`config.mk`:
```
export PLATFORM = sky130hd
export DESIGN_NAME = maxmin_stream
export DESIGN_NICKNAME = d
export VERILOG_FILES = /design/src/rtl/maxmin_stream.sv
export SDC_FILE = /design/constraint.sdc
export NUM_CORES = 1
export LEC_CHECK = 0
export BUFFER_PORTS_ARGS = -buffer_cell sky130_fd_sc_hd__buf_2
export CAP_MARGIN = 20
export CORE_MARGIN = 1
export CORE_UTILIZATION = 45
export CTS_BUF_LIST = sky130_fd_sc_hd__clkbuf_4
export CTS_CLUSTER_DIAMETER = 60
export CTS_CLUSTER_SIZE = 25
export DETAILED_ROUTE_END_ITERATION = 10
export PLACE_DENSITY = 0.63
export SYNTH_ARGS = -nofsm -noshare
export SYNTH_HDL_FRONTEND = slang
export SYNTH_SLANG_ARGS = --single-unit
```
`constraint.sdc`:
```
create_clock -name clk -period 5.6 [get_ports clk]
set_clock_uncertainty 0.05 [all_clocks]
set_input_delay 0.28 -clock clk [delete_from_list [all_inputs] [get_ports clk]]
set_output_delay 0.28 -clock clk [all_outputs]
set_load 0.03 [all_outputs]
```
`src/rtl/maxmin_stream.sv`:
```
// Streaming frame max/min finder: collects COUNT samples, then publishes
// the largest, smallest and their spread with a one-cycle done pulse.
module maxmin_stream #(
  parameter int unsigned WIDTH  = 32,
  parameter int unsigned COUNT  = 8,
  parameter bit          SIGNED = 1'b1
) (
  input  logic                         clk,
  input  logic                         rst,
  input  logic                         clr,
  input  logic                         in_valid,
  input  logic [WIDTH-1:0]             in,
  output logic                         in_ready,
  output logic [WIDTH-1:0]             max,
  output logic [WIDTH-1:0]             min,
  output logic [WIDTH:0]               range,
  output logic                         done,
  output logic [$clog2(COUNT+1)-1:0]   count
);

  localparam int unsigned CW = $clog2(COUNT + 1);

  typedef enum logic [1:0] {LOAD, RUN, DONE} state_t;

  state_t           state, state_n;
  logic [CW-1:0]    count_n;
  logic [WIDTH-1:0] wmax, wmax_n, wmin, wmin_n;
  logic [WIDTH-1:0] max_n, min_n;
  logic [WIDTH:0]   range_n;
  logic             done_n, in_ready_n;
  logic             accept, last;

  // Strict greater-than in the configured number format
  function automatic logic gt(input logic [WIDTH-1:0] a, input logic [WIDTH-1:0] b);
    if (SIGNED) return $signed(a) > $signed(b);
    else        return a > b;
  endfunction

  // Widen by one bit so the difference can never wrap
  function automatic logic [WIDTH:0] ext(input logic [WIDTH-1:0] x);
    if (SIGNED) return {x[WIDTH-1], x};
    else        return {1'b0, x};
  endfunction

  // Next-state, working registers and published results
  always_comb begin
    state_n    = state;
    count_n    = count;
    wmax_n     = wmax;
    wmin_n     = wmin;
    max_n      = max;
    min_n      = min;
    range_n    = range;
    done_n     = 1'b0;
    last       = 1'b0;
    accept     = in_valid && in_ready && !clr;

    case (state)
      LOAD: begin
        if (accept) begin
          wmax_n  = in;
          wmin_n  = in;
          count_n = CW'(1);
          if (COUNT == 1) last = 1'b1;
          else            state_n = RUN;
        end
      end
      RUN: begin
        if (accept) begin
          if (gt(in, wmax)) wmax_n = in;
          if (gt(wmin, in)) wmin_n = in;
          count_n = count + CW'(1);
          if (count == CW'(COUNT - 1)) last = 1'b1;
        end
      end
      DONE:    state_n = LOAD;
      default: state_n = LOAD;
    endcase

    if (last) begin
      state_n = DONE;
      count_n = '0;
      max_n   = wmax_n;
      min_n   = wmin_n;
      range_n = ext(wmax_n) - ext(wmin_n);
      done_n  = 1'b1;
    end

    // Abort never touches the published results; accept is already gated
    if (clr) begin
      state_n = LOAD;
      count_n = '0;
    end

    in_ready_n = (state_n != DONE);
  end

  always_ff @(posedge clk) begin
    if (rst) begin
      state    <= LOAD;
      count    <= '0;
      wmax     <= '0;
      wmin     <= '0;
      max      <= '0;
      min      <= '0;
      range    <= '0;
      done     <= 1'b0;
      in_ready <= 1'b1;
    end else begin
      state    <= state_n;
      count    <= count_n;
      wmax     <= wmax_n;
      wmin     <= wmin_n;
      max      <= max_n;
      min      <= min_n;
      range    <= range_n;
      done     <= done_n;
      in_ready <= in_ready_n;
    end
  end

endmodule

```
==> results of run 1 <==
-- kinds of logic (layout without fill, tap and decap cells) --
logic type	after synthesis	in the layout	share of synthesized area (%)
AO/OA/AOI/OAI	298	298	19.0
XOR/XNOR	24	24	2.16
adder cells (fa/ha/maj)	98	98	12.7
buffers and inverters	163	353	7.16
flip-flops	169	169	34.7
multiplexers	65	65	7.83
other	0	2	0
AND/OR/NAND/NOR	362	362	16.5
-- layout by cell type, fill, tap and decap left out, types with 16 or more instances in the layout --
cell type      instances
ha_1                  97
a21oi_1               87
nor2_1               186
a31oi_1               37
a211oi_1              42
clkbuf_4              19
nand2_1               79
inv_1                105
dlygate4sd3_1         33
nand3_1               22
mux2i_1               35
buf_2                137
buf_4                 45
a21o_1                16
dfxtp_1              169
mux2i_2               30
o21ai_0               64
-- routing by layer --
layer / vias up / track usage [%] / routed length [um]
met2: 243 / 39.1 / 12400
met3: 29 / 4.19 / 1310
met1: 4157 / 35.6 / 13600
li1: 4488 / - / -
met5: - / 0 / 0
met4: 0 / 6.53 / 425
-- layout make-up --
| type | count | area share [%] |
|---|---|---|
| flip-flops and latches | 169 | 29.4 |
| clock buffers | 19 | 1.24 |
| diodes | 2 | 0.0435 |
| inverters | 105 | 3.42 |
| well taps | 275 | 2.99 |
| repair buffers | 216 | 11.9 |
| clock inverters | 13 | 1.51 |
| multi-input cells | 847 | 49.5 |
-- registers in the layout, summed over array words and instances (netlist names) --
| name | flops |
|---|---|
| count | 4 |
| done | 1 |
| in_ready | 1 |
| max | 32 |
| min | 32 |
| range | 33 |
| state | 2 |
| wmax | 32 |
| wmin | 32 |
-- stage by stage --
stage	cells	hold WS [ns]
finish	1646	0.113
global route	1646	0.118
CTS	1635	0.0931
detailed placement	1570	0.393
floorplan	1179	0.325
global placement	1570	0.388
-- synthesized netlist by cell type, types with 3 or more instances --
library cell and number:
dfxtp_1 169, nor2b_1 7, nor3_1 10, buf_2 5, and3_1 6, or3_1 3
mux2i_2 30, ha_1 97, a21oi_1 88, nand4_1 15, o211ai_1 4, buf_12 3
a31oi_1 37, o31ai_1 3, xnor2_1 14, nand2b_1 9, nand2_1 79, o21ai_0 66
inv_1 105, o21a_1 4, nand3_1 22, xor2_1 10, nand3b_1 4, o22ai_1 3
o21ai_1 6, buf_6 4, and4_1 6, nor2_1 187, a21o_1 16, clkbuf_1 45
mux2i_1 35, a211oi_1 43
-- timing repair --
action	4_1_cts	5_1_grt
hold buffers	33	0
buffers inserted	0	9
gates resized for setup	0	5
endpoints found under the hold margin	64	0
endpoints found under the setup margin	0	5
-- power groups by stage --
| stage | Combinational [mW] | Clock [mW] | Sequential [mW] |
|---|---|---|---|
| floorplan | 0.599 | 0 | 1.28 |
| global placement | 0.815 | 0 | 1.28 |
| detailed placement | 0.813 | 0 | 1.28 |
| CTS | 0.839 | 0.824 | 1.26 |
| global route | 0.952 | 0.875 | 1.26 |
| finish | 0.866 | 0.810 | 1.26 |
-- worst max-delay path by stage --
stage,endpoint,slack (ns),cells past startpoint
2_1_floorplan,range[31]$_SDFFE_PP0P_,1.23,18
3_3_place_gp,range[31]$_SDFFE_PP0P_,0.27,19
3_5_place_dp,range[31]$_SDFFE_PP0P_,0.22,20
4_1_cts,range[31]$_SDFFE_PP0P_,0.26,20
5_1_grt,range[29]$_SDFFE_PP0P_,0.02,20
6_report,range[32]$_SDFFE_PP0P_,0.42,21
-- worst max-delay path: stages --
cell	delay [ns]
dlygate4sd3_1	0.55
buf_2	0.15
ha_1	0.35
nand4_1	0.23
nor4_4	0.42
nand3_1	0.15
and3_1	0.22
a21boi_1	0.14
and2_2	0.31
buf_4	0.27
mux2i_1	0.44
inv_1	0.10
ha_1	0.41
a21oi_1	0.14
o21ai_0	0.36
nand2b_1	0.10
o221a_2	0.25
o31a_1	0.14
o21ai_1	0.24
nand4_1	0.13
a32o_1	0.26
==> impl_metrics.env, run 1 <==
export IMPL_overflow=0
export IMPL_regToRegSetupSlack_ns=0.42
export IMPL_die_h_um=149
export IMPL_yosysWarnings=0
export IMPL_p_switching_uw=976
export IMPL_final_util_pct=54.5
export IMPL_nNetsFinal=1490
export IMPL_path_clk_slew_ns=0.14
export IMPL_vias=8917
export IMPL_synth_area_top_cells="dfxtp_1 35%, ha_1 12%, nor2_1 7.2%, a21oi_1 4.5%, mux2i_2 4.2%"
export IMPL_drtAntennaViolNets=0
export IMPL_leakagePower_nw=5.41
export IMPL_start_kind="primary input"
export IMPL_syn_instance_count=1179
export IMPL_dr_pass1_iters=5
export IMPL_area_growth_pct=18.1
export IMPL_synth_seq_cells=169
export IMPL_io_pins=139
export IMPL_crit_arrival_ns=5.64
export IMPL_irDropWorstVdd_mv=0.150
export IMPL_seqPwrFrac_pct=42.9
export IMPL_cts_tree="yes"
export IMPL_multi_input_area_mm2=0.00570
export IMPL_drt_iter0_markers=511
export IMPL_whs_path_depth=4
export IMPL_clock_tree_root_cell="clkbuf_4"
export IMPL_status="complete, no violations"
export IMPL_rsz0062_at_grt="false"
export IMPL_via_per_inst=5.42
export IMPL_synth_top_cell_area_share_pct=34.7
export IMPL_fin_crit_sh_pct=92.6
export IMPL_grt_pass1_wl_um=43400
export IMPL_pwr_share_clk_pct=27.6
export IMPL_crit_fanout=10
export IMPL_syn_nets=1313
export IMPL_synth_edf_count=0
export IMPL_fp_row_count=53
export IMPL_fin_setup_tns_ns=0
export IMPL_pre_cts_slack_ns=0.216
export IMPL_holdPathEnd="state[0]$_SDFF_PP0_"
export IMPL_max_slew_margin_pct=30.8
export IMPL_endpoint_kind="flip-flop"
export IMPL_fillers=2021
export IMPL_critical_path_required_ns=6.05
export IMPL_htree_levels=4
export IMPL_p_total_mw=2.93
export IMPL_cts_path_max_buffers=2
export IMPL_finalWirelength_um=27800
export IMPL_power_density_mw_per_mm2=255
export IMPL_die_area_mm2=0.0223
export IMPL_core_area_mm2=0.0212
export IMPL_port_buffers=138
export IMPL_r2r_cells=20
export IMPL_setup_violations=0
export IMPL_clock_latency_ns=0.60
export IMPL_cp_startpoint="in[31]"
export IMPL_cts_sinks=169
export IMPL_swShare_pct=33.2
export IMPL_synth_area_mm2=0.00975
export IMPL_synthDistinctLibCells=65
export IMPL_synth_top_cell_by_area="dfxtp_1"
export IMPL_grt_max_degree=101
export IMPL_dpl_hpwl_um=20600
export IMPL_synthArstFlopShare_pct=0
export IMPL_r2r_start="wmax[31]$_SDFF_PP0_"
export IMPL_syn_area_per_cell_um2=8.27
export IMPL_drive_gt1_share_pct=19.0
export IMPL_design_area_mm2=0.0115
export IMPL_start_util_pct=46.1
export IMPL_cts_buffers=17
export IMPL_hold_path_startpoint="in_valid"
export IMPL_wire_per_inst_um=16.9
export IMPL_ff_latch_area_mm2=0.00338
export IMPL_fin_crit_ns=5.18
export IMPL_p_int_mw=1.96
export IMPL_synth_flop_cell="dfxtp_1"
export IMPL_hold_viol=0
export IMPL_hp_class="primary input to flip-flop"
export IMPL_rr_endpoint="range[32]$_SDFFE_PP0P_"
export IMPL_ys_seq_area_share_pct=34.7
export IMPL_antenna_found_initial=2
export IMPL_setup_slack_ns=0.416
export IMPL_dieWidth_um=149
export IMPL_first_global_vias=8032
export IMPL_grt_usage_pct=25.1
export IMPL_place_congestion=0.869
export IMPL_worstMarginPinSlew_ns=1.04
export IMPL_worstSetupPathType="primary input to flip-flop"
export IMPL_slew_viol_final=0
export IMPL_drc=0
export IMPL_combPwrFrac_pct=29.5
export IMPL_cap_viol_max_count=0
export IMPL_dpl_cell_area_mm2=0.0108
export IMPL_timing_fmax_mhz=193
No activity file was read; power rests on OpenSTA's default activity.
==> run 2, diff against run 1 <==
Settings changed: CORE_ASPECT_RATIO set to 0.9.
==> run 2 against run 1 <==
Sequential cell count unchanged. Die area about the same. Sequential power about the same. Wire length up 2.0%. Critical endpoint unchanged. Sequential share of layout area about the same. Worst hold slack worse by 0.043 ns. Via count down 0.65%. Global-route usage up 0.71 points. Combinational power about the same. Cell area down 0.16%. Register-to-register slack worse by 0.04 ns. Total power down 0.33%.
==> impl_metrics.env, run 2 (same netlist as run 1, synthesis figures left out) <==
export IMPL_hold_path_startpoint="in[27]"
export IMPL_finalWirelength_um=28300
export IMPL_grt_usage_pct=25.8
export IMPL_clock_latency_ns=0.59
export IMPL_wire_per_inst_um=17.1
export IMPL_cts_path_max_buffers=2
export IMPL_cts_tree="yes"
export IMPL_path_clk_slew_ns=0.15
export IMPL_p_total_mw=2.93
export IMPL_overflow=0
export IMPL_start_util_pct=46.4
export IMPL_irDropWorstVdd_mv=0.179
export IMPL_antenna_found_initial=1
export IMPL_critical_path_required_ns=6.03
export IMPL_core_area_mm2=0.0210
export IMPL_dieWidth_um=157
export IMPL_first_global_vias=7994
export IMPL_post_cts_buffers=0
export IMPL_regMostFlops="range"
export IMPL_hold_viol=0
export IMPL_final_util_pct=54.7
export IMPL_hp_class="primary input to flip-flop"
export IMPL_crit_buf_inv=4
export IMPL_drc=0
export IMPL_crit_path_cell_trace="inv_1 > ha_1 > nand4_1 > nor3_1 > nand3_1 > and3_1 > a21boi_1 > and2_2 > buf_12 > a221oi_1 > buf_4 > ha_1 > inv_1 > fa_1 > a21oi_1 > nand4b_1 > a211oi_1 > nor2_1 > o31a_1 > o21ai_1 > nand4_1 > a32o_1"
export IMPL_drtAntennaViolNets=0
export IMPL_r2r_start="wmax[14]$_SDFF_PP0_"
export IMPL_rsz0062_at_grt="false"
export IMPL_endpoint_kind="flip-flop"
export IMPL_fin_crit_ns=5.22
export IMPL_vias=8859
export IMPL_die_area_mm2=0.0223
export IMPL_die_h_um=142
export IMPL_fin_crit_sh_pct=93.2
export IMPL_fin_setup_tns_ns=0
export IMPL_grt_pass1_wl_um=44300
export IMPL_grt_max_degree=90
export IMPL_holdWs_ns=0.0697
export IMPL_cap_viol_max_count=0
export IMPL_fp_row_count=50
export IMPL_status="complete, no violations"
export IMPL_crit_arrival_ns=5.65
export IMPL_cpPeakStageDelay_ns=0.46
export IMPL_setup_violations=0
export IMPL_cpLargestDelayFamily="simple AND/OR/NAND/NOR gates"
export IMPL_io_pins=139
export IMPL_worstMarginPinSlew_ns=0.964
export IMPL_power_density_mw_per_mm2=254
export IMPL_place_congestion=0.902
export IMPL_fillers=2032
export IMPL_final_common_cell="nor2_1"
export IMPL_dpl_hpwl_um=21500
export IMPL_cp_num_cells=22
export IMPL_r2r_cells=22
export IMPL_slowest_stage="and2_2"
export IMPL_nNetsFinal=1487
export IMPL_port_buffers=138
export IMPL_cp_startpoint="wmax[14]$_SDFF_PP0_"
export IMPL_largest_register_ffs=33
export IMPL_max_slew_margin_pct=35.7
export IMPL_final_cell_mix="186 x nor2_1, 169 x dfxtp_1, 137 x buf_2"
export IMPL_place_inst=1589
export IMPL_slew_viol_final=0
export IMPL_cts_sinks=169
export IMPL_htree_levels=4
export IMPL_start_kind="flip-flop"
export IMPL_drive_gt1_share_pct=18.9
export IMPL_crit_fanout=16
export IMPL_fin_cells=1653
export IMPL_via_per_inst=5.36
export IMPL_whs_path_depth=4
export IMPL_timing_fmax_mhz=192
export IMPL_dr_pass1_iters=6
export IMPL_area_growth_pct=17.9
export IMPL_worstSetupPathType="flip-flop to flip-flop"
export IMPL_leakagePower_nw=5.38
export IMPL_drt_iter0_markers=805
export IMPL_clock_tree_root_cell="clkbuf_4"
export IMPL_cts_buffers=17
run 2: final timing paths:
| path | to | slack, ns |
|---|---|---|
| setup / recovery | range[32]$_SDFFE_PP0P_ | 0.38 |
| hold / removal | min[27]$_SDFFE_PP0P_ | 0.07 |
| setup reg to reg | range[32]$_SDFFE_PP0P_ | 0.38 |
| hold reg to reg | range[7]$_SDFFE_PP0P_ | 0.41 |
run 2: worst reg2reg max path, cell delays in order (launching register included):
cell      delay, ns
dfxtp_1        0.38
inv_1          0.06
ha_1           0.31
nand4_1        0.18
nor3_1         0.38
nand3_1        0.17
and3_1         0.23
a21boi_1       0.14
and2_2         0.46
buf_12         0.24
a221oi_1       0.10
buf_4          0.16
ha_1           0.22
inv_1          0.07
fa_1           0.20
a21oi_1        0.09
nand4b_1       0.27
a211oi_1       0.33
nor2_1         0.17
o31a_1         0.31
o21ai_1        0.21
nand4_1        0.13
a32o_1         0.27
run 2: stage by stage:
step	setup WS [ns]	cell area (um2)
global route	0.0572	11500
detailed placement	0.399	10900
finish	0.378	11500
global placement	0.418	10900
floorplan	1.23	9750
CTS	0.440	11500
run 2: where the power goes:
group	internal (mW)	switching, mW
Clock	0.354	0.448
Combinational	0.363	0.501
Sequential	1.23	0.0271
Total	1.95	0.976
run 2: per-layer routing:
metal  wire length [um]  vias to the layer above  track usage, %
met5                  0                        -               0
met3               1890                       24            4.34
met4                295                        0            5.37
met1              14800                     4089            41.4
met2              11300                      275            35.1
li1                   -                     4471               -
run 2: cell type report:
class	instances	area, um2	share of cell area [%]
multi-input cells	847	5680	49.4
clock buffers	18	135	1.18
repair buffers	213	1360	11.8
well taps	286	358	3.11
clock inverters	14	180	1.57
flip-flops and latches	169	3380	29.4
diodes	1	2.50	0.0218
inverters	105	394	3.43
run 2: what timing repair did:
item / CTS / global route
hold buffers: 31 / 0
gates resized for setup: 0 / 0
setup endpoints to repair: 0 / 0
hold endpoints to repair: 52 / 0
==> run 3, diff against run 2 <==
Settings changed: GPL_TIMING_DRIVEN set to 0.
==> run 3 against run 2 <==
Critical path depth down 1. Largest power group unchanged. Clock power down 1%. Die area unchanged. Non-clock buffer count up 17. Cell area down 0.39%. Maximum frequency down 3.3%. Count of clock-buffer cells in the layout down 1. Sequential cell count unchanged. Worst setup slack worse by 0.18 ns. Register-to-register slack worse by 0.11 ns. Largest cell class unchanged. The run now ends with design-rule violations left. Cell count up 1.0%.
==> impl_metrics.env, run 3 (same netlist as run 1, synthesis figures left out) <==
export IMPL_status="finished with violations"
export IMPL_violations="design-rule violations"
export IMPL_slew_viol_final=0
export IMPL_cp_startpoint="in[15]"
export IMPL_vias=9078
export IMPL_largest_register_ffs=33
export IMPL_crit_arrival_ns=5.83
export IMPL_drt_iter0_markers=550
export IMPL_start_kind="primary input"
export IMPL_holdWs_ns=0.0891
export IMPL_r2r_cells=22
export IMPL_drive_gt1_share_pct=16.3
export IMPL_overflow=0
export IMPL_clock_latency_ns=0.60
export IMPL_start_util_pct=46.4
export IMPL_fin_crit_sh_pct=96.4
export IMPL_max_slew_margin_pct=41.8
export IMPL_fin_setup_tns_ns=0
export IMPL_critical_path_required_ns=6.03
export IMPL_clock_tree_root_cell="clkbuf_4"
export IMPL_crit_fanout=10
export IMPL_htree_levels=4
export IMPL_worstMarginPinSlew_ns=0.870
export IMPL_critPathCapture="range[29]$_SDFFE_PP0P_"
export IMPL_grt_usage_pct=26.8
export IMPL_cts_path_max_buffers=2
export IMPL_drc=2
export IMPL_port_buffers=138
export IMPL_path_clk_slew_ns=0.16
export IMPL_cap_viol_max_count=0
export IMPL_regMostFlops="range"
export IMPL_setup_slack_ns=0.201
export IMPL_final_common_cell="nor2_1"
export IMPL_leakagePower_nw=5.31
export IMPL_cts_tree="yes"
export IMPL_rr_endpoint="range[29]$_SDFFE_PP0P_"
export IMPL_first_global_vias=8312
export IMPL_power_density_mw_per_mm2=253
export IMPL_r2r_start="wmax[31]$_SDFF_PP0_"
export IMPL_grt_max_degree=17
export IMPL_area_growth_pct=17.5
export IMPL_hold_viol=0
export IMPL_finalWirelength_um=29800
export IMPL_drtAntennaViolNets=0
export IMPL_ff_latch_area_mm2=0.00338
export IMPL_pre_cts_slack_ns=0.0301
export IMPL_wire_per_inst_um=17.8
export IMPL_die_area_mm2=0.0223
export IMPL_die_h_um=142
export IMPL_regToRegSetupSlack_ns=0.27
export IMPL_nNetsFinal=1504
export IMPL_fin_crit_ns=5.40
export IMPL_endpoint_kind="flip-flop"
export IMPL_core_area_mm2=0.0210
export IMPL_worstSetupPathType="primary input to flip-flop"
export IMPL_cts_sinks=169
export IMPL_dieWidth_um=157
export IMPL_dr_pass1_iters=9
export IMPL_io_pins=139
export IMPL_via_per_inst=5.44
export IMPL_rsz0062_at_grt="false"
export IMPL_hp_class="primary input to flip-flop"
export IMPL_post_cts_buffers=0
export IMPL_cts_buffers=17
export IMPL_place_congestion=0.911
export IMPL_fillers=2079
export IMPL_final_cell_mix="187 x nor2_1, 169 x dfxtp_1, 143 x buf_2"
export IMPL_antenna_found_initial=1
export IMPL_timing_fmax_mhz=185
export IMPL_dpl_hpwl_um=23300
export IMPL_fp_row_count=50
export IMPL_setup_violations=0
export IMPL_hold_path_startpoint="in_valid"
export IMPL_multi_input_area_mm2=0.00568
export IMPL_grt_pass1_wl_um=45300
export IMPL_irDropWorstVdd_mv=0.114
## run 3: cell count changes in the layout (fill, tap and decap cells not counted), moves of 2 or more
cell | before | now
clkinv_4 | 2 | 4
buf_2 | 137 | 143
buf_4 | 42 | 0
clkinv_2 | 4 | 1
inv_6 | 0 | 3
buf_6 | 1 | 4
clkbuf_1 | 0 | 45
dlygate4sd3_1 | 31 | 34
## run 3: power breakdown
group / leakage [nW] / internal, mW / switching, mW
combinational: 3.78 / 0.342 / 0.503
clock: 0.159 / 0.311 / 0.479
sequential: 1.37 / 1.23 / 0.0258
## run 3: critical path: stages
cell           delay (ns)
dlygate4sd3_1        0.52
buf_2                0.19
inv_1                0.10
ha_1                 0.33
nand4_1              0.17
nor3_1               0.39
a21boi_1             0.23
or4_4                0.17
a221oi_4             0.08
o21ai_2              0.34
buf_6                0.25
mux2i_2              0.34
ha_1                 0.28
clkbuf_1             0.22
a211o_1              0.38
o31ai_1              0.67
a2bb2oi_1            0.23
o21ai_0              0.13
o22ai_1              0.23
mux2i_1              0.20
o21ai_0              0.09
## run 3: metrics by stage
step / total power [mW] / cells / instance area [um2] / utilization [%]
6_report: 2.89 / 1670 / 11500 / 54.5
5_1_grt: 3.03 / 1670 / 11500 / 54.5
4_1_cts: 2.87 / 1669 / 11400 / 54.4
3_5_place_dp: 2.09 / 1603 / 10800 / 51.4
3_3_place_gp: 2.08 / 1603 / 10800 / 51.4
2_1_floorplan: 1.87 / 1179 / 9750 / -
## run 3: routing by layer
layer	vias to the layer above	track usage, %	part of all wire, %
li1	4502	-	-
met5	-	0	0
met2	290	41.2	43
met1	4244	38.9	48
met3	42	3.79	6.8
met4	0	7.41	1.9
## run 3: how the worst min path moves through the flow
stage | cells after the start | endpoint
after floorplan | 1 | done$_SDFF_PP0_
after global placement | 2 | range[21]$_SDFFE_PP0P_
after detailed placement | 2 | range[13]$_SDFFE_PP0P_
after CTS | 4 | state[0]$_SDFF_PP0_
after global routing | 4 | state[0]$_SDFF_PP0_
final | 4 | state[0]$_SDFF_PP0_
## run 3: what timing repair did
| action | in CTS | in global routing |
|---|---|---|
| gates resized for setup | 0 | 3 |
| hold endpoints to repair | 38 | 0 |
| hold buffers | 34 | 0 |
| setup endpoints to repair | 0 | 3 |
## run 3: final cells by class
class                           count  area share, %
Buffer                             58           2.65
Antenna cell                        1         0.0218
Clock inverter                     15           1.53
Multi-Input combinational cell    847           49.6
Inverter                          105           3.44
Clock buffer                       17           1.11
Tap cell                          286           3.12
Timing Repair Buffer              172           9.00
Sequential cell                   169           29.5
